File: src/rtl/fetch_pc_unit_pkg.sv
// Shared types and constants for the instruction-fetch program-counter unit.
// Holds the fetch FSM state encoding and the reset/boot values.
package fetch_pc_unit_pkg;

  typedef logic [31:0] data_t;
  typedef logic [31:0] instr_t;

  typedef enum logic [2:0] {
    BOOT,
    REQ,
    WAIT,
    DROP,
    HALT
  } fetch_state_t;

  // addi x0, x0, 0
  localparam instr_t NOP_INSTR       = 32'h0000_0013;
  localparam data_t  DEFAULT_BOOT_PC = 32'h0000_0000;

endpackage

File: src/rtl/fetch_pc_unit_skid_buf.sv
// One-entry {pc, instr} holding buffer used when IF/ID is stalled while a
// fetch response lands. Clear wins over load, load wins over drain.
module fetch_skid_buf
  import fetch_pc_unit_pkg::*;
#(
  parameter int XLEN = 32
) (
  input  logic            clk,
  input  logic            rst_n,
  input  logic            load_i,
  input  logic            drain_i,
  input  logic            clear_i,
  input  logic [XLEN-1:0] pc_i,
  input  instr_t          instr_i,
  output logic            full_o,
  output logic [XLEN-1:0] pc_o,
  output instr_t          instr_o
);

  logic            full_q, full_d;
  logic [XLEN-1:0] pc_q, pc_d;
  instr_t          instr_q, instr_d;

  always_comb begin
    full_d  = full_q;
    pc_d    = pc_q;
    instr_d = instr_q;
    if (clear_i) begin
      full_d = 1'b0;
    end else if (load_i) begin
      full_d  = 1'b1;
      pc_d    = pc_i;
      instr_d = instr_i;
    end else if (drain_i) begin
      full_d = 1'b0;
    end
  end

  always_ff @(posedge clk or negedge rst_n) begin
    if (!rst_n) begin
      full_q  <= 1'b0;
      pc_q    <= '0;
      instr_q <= NOP_INSTR;
    end else begin
      full_q  <= full_d;
      pc_q    <= pc_d;
      instr_q <= instr_d;
    end
  end

  assign full_o  = full_q;
  assign pc_o    = pc_q;
  assign instr_o = instr_q;

endmodule

File: src/rtl/fetch_pc_unit.sv
// Fetch-side PC owner: issues one outstanding instruction-memory request at a
// time, presents {pc, instr} to IF/ID and squashes wrong-path fetches on redirect.
module fetch_pc_unit
  import fetch_pc_unit_pkg::*;
#(
  parameter int              XLEN    = 32,
  parameter logic [XLEN-1:0] BOOT_PC = XLEN'(DEFAULT_BOOT_PC)
) (
  input  logic            clk,
  input  logic            rst_n,
  input  logic            stall_i,
  input  logic            redirect_i,
  input  logic [XLEN-1:0] redirect_pc_i,
  output logic            imem_req_valid_o,
  output logic [XLEN-1:0] imem_req_addr_o,
  input  logic            imem_req_ready_i,
  input  logic            imem_rsp_valid_i,
  input  instr_t          imem_rsp_data_i,
  output logic            if_valid_o,
  output logic [XLEN-1:0] if_pc_o,
  output instr_t          if_instr_o,
  output logic            flush_o,
  output logic            misalign_o
);

  fetch_state_t    state_q, state_d;
  logic [XLEN-1:0] pc_q, pc_d;
  logic            out_valid_q, out_valid_d;
  logic [XLEN-1:0] out_pc_q, out_pc_d;
  instr_t          out_instr_q, out_instr_d;
  logic            misalign_q, misalign_d;

  logic            skid_full;
  logic [XLEN-1:0] skid_pc;
  instr_t          skid_instr;
  logic            skid_load, skid_drain, skid_clear;

  logic redirect_eff;
  logic target_misaligned;
  logic consume;
  logic rsp_take;

  assign redirect_eff      = redirect_i & ~stall_i & (state_q != HALT);
  assign target_misaligned = (redirect_pc_i[1:0] != 2'b00);
  assign consume           = out_valid_q & ~stall_i;
  // With the skid full nothing is outstanding, so a response here is always ours.
  assign rsp_take          = (state_q == WAIT) & ~skid_full & imem_rsp_valid_i;

  fetch_skid_buf #(
    .XLEN (XLEN)
  ) u_skid (
    .clk     (clk),
    .rst_n   (rst_n),
    .load_i  (skid_load),
    .drain_i (skid_drain),
    .clear_i (skid_clear),
    .pc_i    (pc_q),
    .instr_i (imem_rsp_data_i),
    .full_o  (skid_full),
    .pc_o    (skid_pc),
    .instr_o (skid_instr)
  );

  always_comb begin
    state_d     = state_q;
    pc_d        = pc_q;
    out_valid_d = out_valid_q;
    out_pc_d    = out_pc_q;
    out_instr_d = out_instr_q;
    misalign_d  = misalign_q;
    skid_load   = 1'b0;
    skid_drain  = 1'b0;
    skid_clear  = 1'b0;

    if (redirect_eff) begin
      out_valid_d = 1'b0;
      skid_clear  = 1'b1;
      if (target_misaligned) begin
        state_d    = HALT;
        misalign_d = 1'b1;
      end else begin
        pc_d = redirect_pc_i;
        // Go to DROP only when a wrong-path response is still owed to us.
        case (state_q)
          REQ:     state_d = imem_req_ready_i ? DROP : REQ;
          WAIT:    state_d = (imem_rsp_valid_i || skid_full) ? REQ : DROP;
          DROP:    state_d = imem_rsp_valid_i ? REQ : DROP;
          default: state_d = REQ;
        endcase
      end
    end else begin
      if (consume) begin
        if (skid_full) begin
          out_pc_d    = skid_pc;
          out_instr_d = skid_instr;
          skid_drain  = 1'b1;
        end else begin
          out_valid_d = 1'b0;
        end
      end

      if (rsp_take) begin
        pc_d = pc_q + XLEN'(4);
        if (!out_valid_q || consume) begin
          out_valid_d = 1'b1;
          out_pc_d    = pc_q;
          out_instr_d = imem_rsp_data_i;
        end else begin
          skid_load = 1'b1;
        end
      end

      case (state_q)
        BOOT: state_d = REQ;
        REQ: begin
          if (imem_req_ready_i) state_d = WAIT;
        end
        WAIT: begin
          if (skid_full) begin
            if (consume) state_d = REQ;
          end else if (imem_rsp_valid_i) begin
            state_d = (out_valid_q && !consume) ? WAIT : REQ;
          end
        end
        DROP: begin
          if (imem_rsp_valid_i) state_d = REQ;
        end
        default: state_d = state_q;
      endcase
    end
  end

  always_ff @(posedge clk or negedge rst_n) begin
    if (!rst_n) begin
      state_q     <= BOOT;
      pc_q        <= BOOT_PC;
      out_valid_q <= 1'b0;
      out_pc_q    <= '0;
      out_instr_q <= NOP_INSTR;
      misalign_q  <= 1'b0;
    end else begin
      state_q     <= state_d;
      pc_q        <= pc_d;
      out_valid_q <= out_valid_d;
      out_pc_q    <= out_pc_d;
      out_instr_q <= out_instr_d;
      misalign_q  <= misalign_d;
    end
  end

  assign imem_req_valid_o = (state_q == REQ);
  assign imem_req_addr_o  = pc_q;
  assign if_valid_o       = out_valid_q;
  assign if_pc_o          = out_pc_q;
  assign if_instr_o       = out_instr_q;
  assign flush_o          = redirect_eff;
  assign misalign_o       = misalign_q;

endmodule

File: config.mk
export PLATFORM = sky130hd
export DESIGN_NAME = fetch_pc_unit
export DESIGN_NICKNAME = d
export VERILOG_FILES = /design/src/rtl/fetch_pc_unit_pkg.sv /design/src/rtl/fetch_pc_unit_skid_buf.sv /design/src/rtl/fetch_pc_unit.sv
export SDC_FILE = /design/constraint.sdc
export NUM_CORES = 1
export LEC_CHECK = 0
export ABC_CLOCK_PERIOD_IN_PS = 2500
export CAP_MARGIN = 0
export CORE_MARGIN = 4
export CORE_UTILIZATION = 33
export CTS_CLUSTER_DIAMETER = 80
export DETAILED_ROUTE_END_ITERATION = 6
export GPL_TIMING_DRIVEN = 0
export HOLD_SLACK_MARGIN = 0.15
export PLACE_DENSITY = 0.58
export SLEW_MARGIN = 10
export SYNTH_ARGS = -nofsm -noshare
export SYNTH_HDL_FRONTEND = slang
export SYNTH_SLANG_ARGS = --single-unit
File: constraint.sdc
create_clock -name clk -period 2.5 [get_ports clk]
set_input_delay 0.5 -clock clk [delete_from_list [all_inputs] [get_ports clk]]
set_output_delay 0.5 -clock clk [all_outputs]
set_load 0.01 [all_outputs]
* Word-level counts from Yosys, hierarchy flattened *
Cells that the tools add are included.

storage, ports and cells
  register bits after elaboration = 166
  bits in latches = 0
  RAM bits = 0
  ROM bits = 0
  bits of input ports = 70
  output and inout port bits = 100
  word-level logic and storage cells = 80
  memories = 0

operators by class
  add/subtract/negate cells = 1
  multipliers = 0
  div/mod/pow operators = 0
  magnitude comparators = 0
  equality and inequality tests = 9
  shift-type cells = 0
  multiplexer cells = 39
  bitwise logic cells = 8
  reductions and logical operators = 14

operator list
  cell                                                                      count
  32-bit two-way mux                                                        11
  32-bit by 3-bit adder with 32-bit output (second input constant)          1
  3-bit two-way mux                                                         7
  1-bit two-way mux                                                         15
  3-bit case mux with 4 select lines                                        1
  2-bit two-way mux                                                         4
  3-bit by 2-bit == test with 1-bit output (second input constant)          2
  3-bit inequality test (second input constant)                             2
  2-bit case mux with 3 select lines                                        1
  2-bit AND reduction                                                       3
  1-bit AND                                                                 5
  5-bit AND reduction                                                       1
  5-bit nonzero test                                                        1
  4-bit by 3-bit inequality test with 1-bit output (second input constant)  1
  4-bit inequality test (second input constant)                             1
  2-bit nonzero test                                                        2
  3-bit by 1-bit == test with 1-bit output (second input constant)          1
  3-bit zero test                                                           1
  3-bit by 1-bit inequality test with 1-bit output (second input constant)  1
  1-bit inverter                                                            3
  3-bit nonzero test                                                        1
  1-bit zero test                                                           2
  1-bit logical OR                                                          2
  2-bit inequality test (second input constant)                             1
  1-bit logical AND                                                         1

* Depth between registers and ports, before layout *
Gate-level depths: netlist of the first run.

  word-level depth = 9
  mapped depth = 8

* Cells and area by module *
A second synthesis of the first run with hierarchy kept.

second synthesis, totals
  cells, all modules = 706
  area, all modules = 7696.1 µm²

modules (own cells, without submodules)
  module          times used  cells an instance  area an instance (µm²)  sequential area each (µm²)
  fetch_pc_unit   1           566                4951.0                  2531.2
  fetch_skid_buf  1           140                2745.1                  1630.3

* Worst setup path before layout of the first run *
Ideal clock, no wire load.

  path type = register -> register
  start point = register pc_q[3] (netlist: imem_req_addr_o[3])
  end point = register pc_q[18] (netlist: imem_req_addr_o[18])
  library setup time = 0.080 ns
  arrival time = 1.959 ns
  path slack = 0.461 ns
  cell stages (with the launch flop) = 7
  clock period less this slack = 2.039 ns
  cell sequence = dfrtp_1 > ha_1 > nand4_2 > nor4_1 > nand3_1 > a21oi_1 > a2bb2oi_1

between the ends
  longest elaborated chain between the ends = 3

RTL lines
  item                                      line                  text
  start: declaration                        fetch_pc_unit.sv:27   logic [XLEN-1:0] pc_q, pc_d;
  start signal: assignment                  fetch_pc_unit.sv:143  pc_q <= pc_d;
  32-bit by 3-bit adder with 32-bit output  fetch_pc_unit.sv:103  pc_d = pc_q + XLEN'(4);
  32-bit two-way mux                        fetch_pc_unit.sv:102  if (rsp_take) begin
  32-bit two-way mux                        fetch_pc_unit.sv:75   if (redirect_eff) begin

Every way passes these cells. The select of a mux whose other input is x is not followed.
A chain may end at the register's enable or synchronous reset.

* Worst setup path in the final report of the first run *
  start point = input port redirect_i
  end point = output port flush_o

between the ends
  longest elaborated chain between the ends = 2

RTL lines
  item                     line                 text
  start: declaration       fetch_pc_unit.sv:12  input logic redirect_i,
  1-bit AND (2 in series)  fetch_pc_unit.sv:43  assign redirect_eff = redirect_i & ~stall_i & (state_q != HALT);
  end: declaration         fetch_pc_unit.sv:22  output logic flush_o,

Every way passes these cells.

==> results of run 1 <==
==> where the power goes <==
part	internal, mW	total, mW	switching (mW)
Clock	1.57	2.75	1.18
Sequential	3.19	3.79	0.595
Combinational	1.45	2.63	1.18
==> worst max-delay path, cell delays in order <==
cell	delay [ps]
clkdlybuf4s50_1	520
nor2b_4	240
nand2_8	100
inv_6	120
buf_12	190
clkdlybuf4s15_1	260
==> how the worst max path moves through the flow <==
stage / endpoint / slack, ps
after global routing: if_instr_o[18]$_DFFE_PN0N_ / -20
final: flush_o / 70
after global placement: if_pc_o[27]$_DFFE_PN0N_ / -6280
after CTS: flush_o / -90
after detailed placement: flush_o / -1020
after floorplan: imem_req_addr_o[18]$_DFFE_PN0P_ / 460
==> cell families (layout without fill, tap and decap cells) <==
kind of cell	after synthesis	count (layout)	synth area share [%]
AO/OA/AOI/OAI	210	210	20.7
multiplexers	68	68	9.99
buffers and inverters	62	271	3.73
AND/OR/NAND/NOR	138	138	10.1
adder cells (fa/ha/maj)	1	1	0.165
flip-flops	166	166	54.9
XOR/XNOR	3	3	0.347
==> repair_timing <==
action | in CTS | in global routing
gates cloned | 0 | 0
setup endpoints to repair | 57 | 61
buffers inserted | 0 | 7
pin swaps | 0 | 2
hold endpoints to repair | 79 | 0
resized for setup | 13 | 12
hold buffers | 1 | 0
==> metrics by stage <==
step | total power, mW | TNS (ps) | hold WS (ps) | util (%) | setup WS [ps]
2_1_floorplan | 4.78 | 0 | 204 | - | 461
3_3_place_gp | 6.37 | -1061410 | 454 | 42.5 | -6280
3_5_place_dp | 6.38 | -32580 | 456 | 42.7 | -1020
4_1_cts | 9.20 | -2210 | 476 | 45.5 | -92.1
5_1_grt | 9.63 | -19.4 | 502 | 45.9 | -15.5
6_report | 9.17 | 0 | 474 | 45.9 | 72.6
==> cells in the final DEF, fill, tap and decap left out, types with 4 or more instances in the layout <==
cell type	netlist	final
o2bb2ai_1	63	63
mux2_2	60	60
clkdlybuf4s50_1	0	166
buf_2	30	28
clkbuf_16	0	17
clkbuf_1	16	16
a21oi_1	23	23
nor4_1	6	4
nor2_1	23	23
a211oi_1	4	4
dfstp_2	6	6
clkinv_4	0	4
o22ai_1	5	5
inv_6	0	5
clkbuf_2	1	4
and3_1	8	8
inv_1	8	8
nand4_1	9	9
nand2b_1	6	6
nand2_1	35	34
a22oi_1	67	67
dfrtp_1	160	157
and2_1	5	5
o21ai_0	18	18
nand3_1	12	12
nor3_1	13	13
buf_4	1	8
mux2i_1	7	7
==> registers in the layout, summed over array words and instances, names as in the netlist <==
| register | flops |
|---|---|
| if_valid_o | 1 |
| u_skid.pc_o | 32 |
| state_q | 3 |
| imem_req_addr_o | 32 |
| if_instr_o | 32 |
| u_skid.full_o | 1 |
| u_skid.instr_o | 32 |
| if_pc_o | 32 |
| misalign_o | 1 |
==> per-layer routing <==
layer  global-route usage [%]  vias up  part of all wire, %  routed length (microns)
met5                        0        -                 0.31                       75
met4                     5.48       10                  2.2                      519
met3                     6.91       40                  7.1                     1710
met2                     28.2      196                   45                    10700
met1                     25.4     3116                   46                    11000
li1                         -     2884                    -                        -
==> layout make-up <==
type / instances / area, sq um
buffer: 52 / 263
clock buffer: 21 / 470
clock inverter: 11 / 138
fill: 2138 / 12200
inverter: 9 / 38.8
multi-input combinational: 420 / 3170
sequential: 166 / 4170
tap: 285 / 357
timing repair buffer: 178 / 1790
==> impl_metrics.env, run 1 <==
export IMPL_status="finished clean"
export IMPL_area_delta_synth_final_pct=37.2
export IMPL_worstPathArrival_ps=1930
export IMPL_critPathMaxFanout=19
export IMPL_r2r_start="imem_req_addr_o[3]$_DFFE_PN0P_"
export IMPL_clock_sinks=166
export IMPL_end_kind="output pin"
export IMPL_clk_latency_ps=430
export IMPL_place_area_sq_mm=0.00966
export IMPL_required_ps=2000
export IMPL_drv_cap=0
export IMPL_min_path_cells=1
export IMPL_cts_buffers=17
export IMPL_criticalPathCategory="input port to output pin"
export IMPL_r2r_cells=6
export IMPL_tightest_slew_ps=941
export IMPL_initial_utilization_pct=33.5
export IMPL_diodes=0
export IMPL_final_cell_area_sq_mm=0.0104
export IMPL_initialDrtViolationCount=348
export IMPL_synth_most_common_cell="dfrtp_1"
export IMPL_r2r_end="imem_req_addr_o[18]$_DFFE_PN0P_"
export IMPL_fin_crit_ps=2430
export IMPL_synth_top_cell_area_share_pct=52.8
export IMPL_ys_top_cells_by_area="dfrtp_1 53%, mux2_2 8.9%, o2bb2ai_1 7.3%, a22oi_1 6.6%, dfstp_2 2.1%"
export IMPL_syn_num_nets=719
export IMPL_synth_top_area_cell="dfrtp_1"
export IMPL_yosysWarnings=0
export IMPL_htree_levels=4
export IMPL_io_buffers=169
export IMPL_power_leakage_nw=4.35
export IMPL_synth_edf_count=0
export IMPL_path_clk_slew_ps=70
export IMPL_routed_wl_microns=24100
export IMPL_synth_cell_types=66
export IMPL_stdcell_count=1142
export IMPL_power_density_mw_per_mm2=882
export IMPL_drc=0
export IMPL_dieArea_sq_mm=0.0254
export IMPL_die_w_microns=160
export IMPL_wire_per_inst_microns=21.1
export IMPL_netlist_area_sq_mm=0.00758
export IMPL_avgSynthCellArea_sq_um=11.7
export IMPL_vias_per_cell=5.47
export IMPL_track_usage_pct=18.7
export IMPL_clockBufferDepth=2
export IMPL_first_pass_iters=5
export IMPL_fin_skew_ps=10.7
export IMPL_crit_start="redirect_i"
export IMPL_overflow=0
export IMPL_antenna_found_initial=5
export IMPL_drv_slew=0
export IMPL_hp_class="register to register"
export IMPL_synthTopCellsByCount="160 x dfrtp_1, 67 x a22oi_1, 63 x o2bb2ai_1"
export IMPL_min_from="misalign_o$_DFFE_PN0P_"
export IMPL_synth_yosys_seq_area_share_pct=54.9
export IMPL_core_region_area_sq_mm=0.0226
export IMPL_io_pins=170
export IMPL_cts_tree="done"
export IMPL_grt_pass1_wl_microns=37500
export IMPL_place_hpwl_microns=16500
export IMPL_netlist_instances=648
export IMPL_drive_above_1_share_pct=18.9
export IMPL_max_freq_mhz=412
export IMPL_synth_seq_cells=166
export IMPL_drtAntennaViolNets=0
export IMPL_setup_viol=0
export IMPL_route_vias_total=6246
export IMPL_grt_max_degree=88
export IMPL_cp_start_kind="input port"
export IMPL_ff2ff_setup_slack_ps=100
export IMPL_ir_worst_vdd_v=0.000486
export IMPL_fin_nets=915
export IMPL_die_y_microns=160
export IMPL_gp_congestion=0.820
export IMPL_ys_async_sr_fraction_pct=100
export IMPL_hold_path_end="misalign_o$_DFFE_PN0P_"
export IMPL_relSlewSlack_pct=36.8
export IMPL_period_share_pct=97.1
export IMPL_grt_pass1_vias=6402
export IMPL_numPlacedInstances=1103
export IMPL_hold_viol=0
export IMPL_ys_flop_type="dfrtp_1"
export IMPL_row_count=55
export IMPL_ctsRootBufferMaster="clkbuf_16"
No activity file was read; power rests on OpenSTA's default activity.
==> run 2: changes to the inputs <==
Settings changed: CTS_CLUSTER_DIAMETER 80 to 120.
==> results of run 2 <==
The final DEF is identical to that of run 1; final timing and power are the same.
==> run 3: changes to the inputs <==
Settings changed: PLACE_DENSITY 0.58 to not set.
==> run 3 against run 2 <==
  * Combinational power hardly changed
  * Final cell count is 0.35% lower
  * Clock power is 8.0% lower
  * Die area stayed put
  * Routed wire length is 1.8% lower
  * Final area is 0.67% lower
  * Largest power group unchanged
==> impl_metrics.env, run 3 (synthesized netlist as in run 1, its figures left out) <==
export IMPL_status="finished clean"
export IMPL_cpLargestDelayFamily="buffers and inverters"
export IMPL_ir_worst_vdd_v=0.000470
export IMPL_layout_commonest_cell="clkdlybuf4s50_1"
export IMPL_wire_per_inst_microns=20.8
export IMPL_setup_tns_final_ps=0
export IMPL_antenna_found_initial=3
export IMPL_dieArea_sq_mm=0.0254
export IMPL_cp_num_buf_inv=4
export IMPL_multiInputGateArea_sq_mm=0.00319
export IMPL_crit_path_max_incr_delay_ps=510
export IMPL_r2r_end="imem_req_addr_o[31]$_DFFE_PN0P_"
export IMPL_drv_slew=0
export IMPL_fin_skew_ps=8.84
export IMPL_path_clk_slew_ps=60
export IMPL_cp_start_kind="input port"
export IMPL_relSlewSlack_pct=35.1
export IMPL_crit_start="redirect_i"
export IMPL_endpoint="flush_o"
export IMPL_routed_wl_microns=23600
export IMPL_drive_above_1_share_pct=18.9
export IMPL_row_count=55
export IMPL_drtAntennaViolNets=0
export IMPL_core_region_area_sq_mm=0.0226
export IMPL_initialDrtViolationCount=345
export IMPL_rsz0062_at_grt="no"
export IMPL_clk_latency_ps=430
export IMPL_track_usage_pct=18.4
export IMPL_r2r_start="imem_req_addr_o[10]$_DFFE_PN0P_"
export IMPL_critical_path_slowest_cell="clkdlybuf4s50_1"
export IMPL_power_density_mw_per_mm2=865
export IMPL_critPathMaxFanout=19
export IMPL_hp_class="register to register"
export IMPL_setup_viol=0
export IMPL_overflow=0
export IMPL_drc=0
export IMPL_grt_pass1_vias=6350
export IMPL_criticalPathCategory="input port to output pin"
export IMPL_hold_ws_ps=473
export IMPL_ctsRootBufferMaster="clkbuf_16"
export IMPL_clockBufferDepth=2
export IMPL_period_share_pct=93.3
export IMPL_fin_nets=911
export IMPL_die_y_microns=160
export IMPL_required_ps=2000
export IMPL_power_total_mw=8.93
export IMPL_n_fill_cell=2116
export IMPL_clock_sinks=166
export IMPL_cts_tree="done"
export IMPL_tightest_slew_ps=970
export IMPL_grt_pass1_wl_microns=37100
export IMPL_vias_per_cell=5.53
export IMPL_place_hpwl_microns=16300
export IMPL_first_pass_iters=5
export IMPL_die_w_microns=160
export IMPL_postLayoutCoreUtil_pct=45.6
export IMPL_final_cell_mix="166 x clkdlybuf4s50_1, 157 x dfrtp_1, 67 x a22oi_1, 63 x o2bb2ai_1, 60 x mux2_2"
export IMPL_grt_max_degree=105
export IMPL_io_pins=170
export IMPL_worstPathArrival_ps=1830
export IMPL_initial_utilization_pct=33.5
export IMPL_cts_buffers=17
export IMPL_drv_cap=0
export IMPL_htree_levels=4
export IMPL_crit_path_cell_trace="clkdlybuf4s50_1, nor2b_4, nand2_8, inv_6, buf_12, clkbuf_2"
export IMPL_r2r_cells=5
export IMPL_max_freq_mhz=429
export IMPL_io_buffers=169
export IMPL_min_path_cells=1
export IMPL_route_vias_total=6295
export IMPL_ff2ff_setup_slack_ps=200
export IMPL_area_delta_synth_final_pct=36.3
export IMPL_end_kind="output pin"
export IMPL_power_leakage_nw=4.32
export IMPL_hold_viol=0
export IMPL_regArea_sq_mm=0.00417
export IMPL_fin_crit_ps=2330
export IMPL_gp_congestion=0.841
export IMPL_cp_depth=6
## run 3: worst min path at each step
stage	start	endpoint
after CTS	misalign_o$_DFFE_PN0P_	misalign_o$_DFFE_PN0P_
after detailed placement	misalign_o$_DFFE_PN0P_	misalign_o$_DFFE_PN0P_
after global routing	misalign_o$_DFFE_PN0P_	misalign_o$_DFFE_PN0P_
after global placement	misalign_o$_DFFE_PN0P_	misalign_o$_DFFE_PN0P_
after floorplan	rst_n	if_instr_o[10]$_DFFE_PN0N_
final	misalign_o$_DFFE_PN0P_	misalign_o$_DFFE_PN0P_
## run 3: repair_timing
action,in CTS,in global routing
pin swaps,0,1
hold buffers,1,0
buffers inserted,0,3
setup endpoints to repair,9,66
hold endpoints to repair,62,0
resized for setup,15,17
## run 3: worst register-to-register path: stages, from the launching register on
cell and delay [ps]:
dfrtp_1 590, nand4_2 290, nor4_2 680, nand4_1 210, mux2i_1 150, a221o_1 250
## run 3: layout make-up
type | count | area share, %
buffer | 52 | 2.57
timing repair buffer | 174 | 17.0
tap | 285 | 3.45
clock buffer | 18 | 4.16
multi-input combinational | 420 | 30.9
clock inverter | 13 | 1.21
antenna | 1 | 0.0242
inverter | 9 | 0.376
sequential | 166 | 40.3
## run 3: routing by layer
layer	wire, microns	vias to the layer above	global-route usage (%)
li1	-	2867	-
met1	10800	3178	25.2
met2	10700	216	27.8
met3	1780	28	6.47
met4	339	6	5.25
met5	32	-	0
## run 3: per-stage QoR
| stage | setup WS (ps) | instances | instance area [sq um] |
|---|---|---|---|
| global placement | -6240 | 1102 | 9620 |
| detailed placement | -1010 | 1103 | 9660 |
| CTS | -60.2 | 1134 | 10300 |
| finish | 167 | 1138 | 10300 |
| floorplan | 461 | 648 | 7580 |
| global route | 17.3 | 1137 | 10300 |
## run 3: where the power goes
part | internal (mW) | switching [mW] | total (mW)
registers | 3.19 | 0.599 | 3.79
clock network | 1.38 | 1.15 | 2.53
logic | 1.44 | 1.16 | 2.61
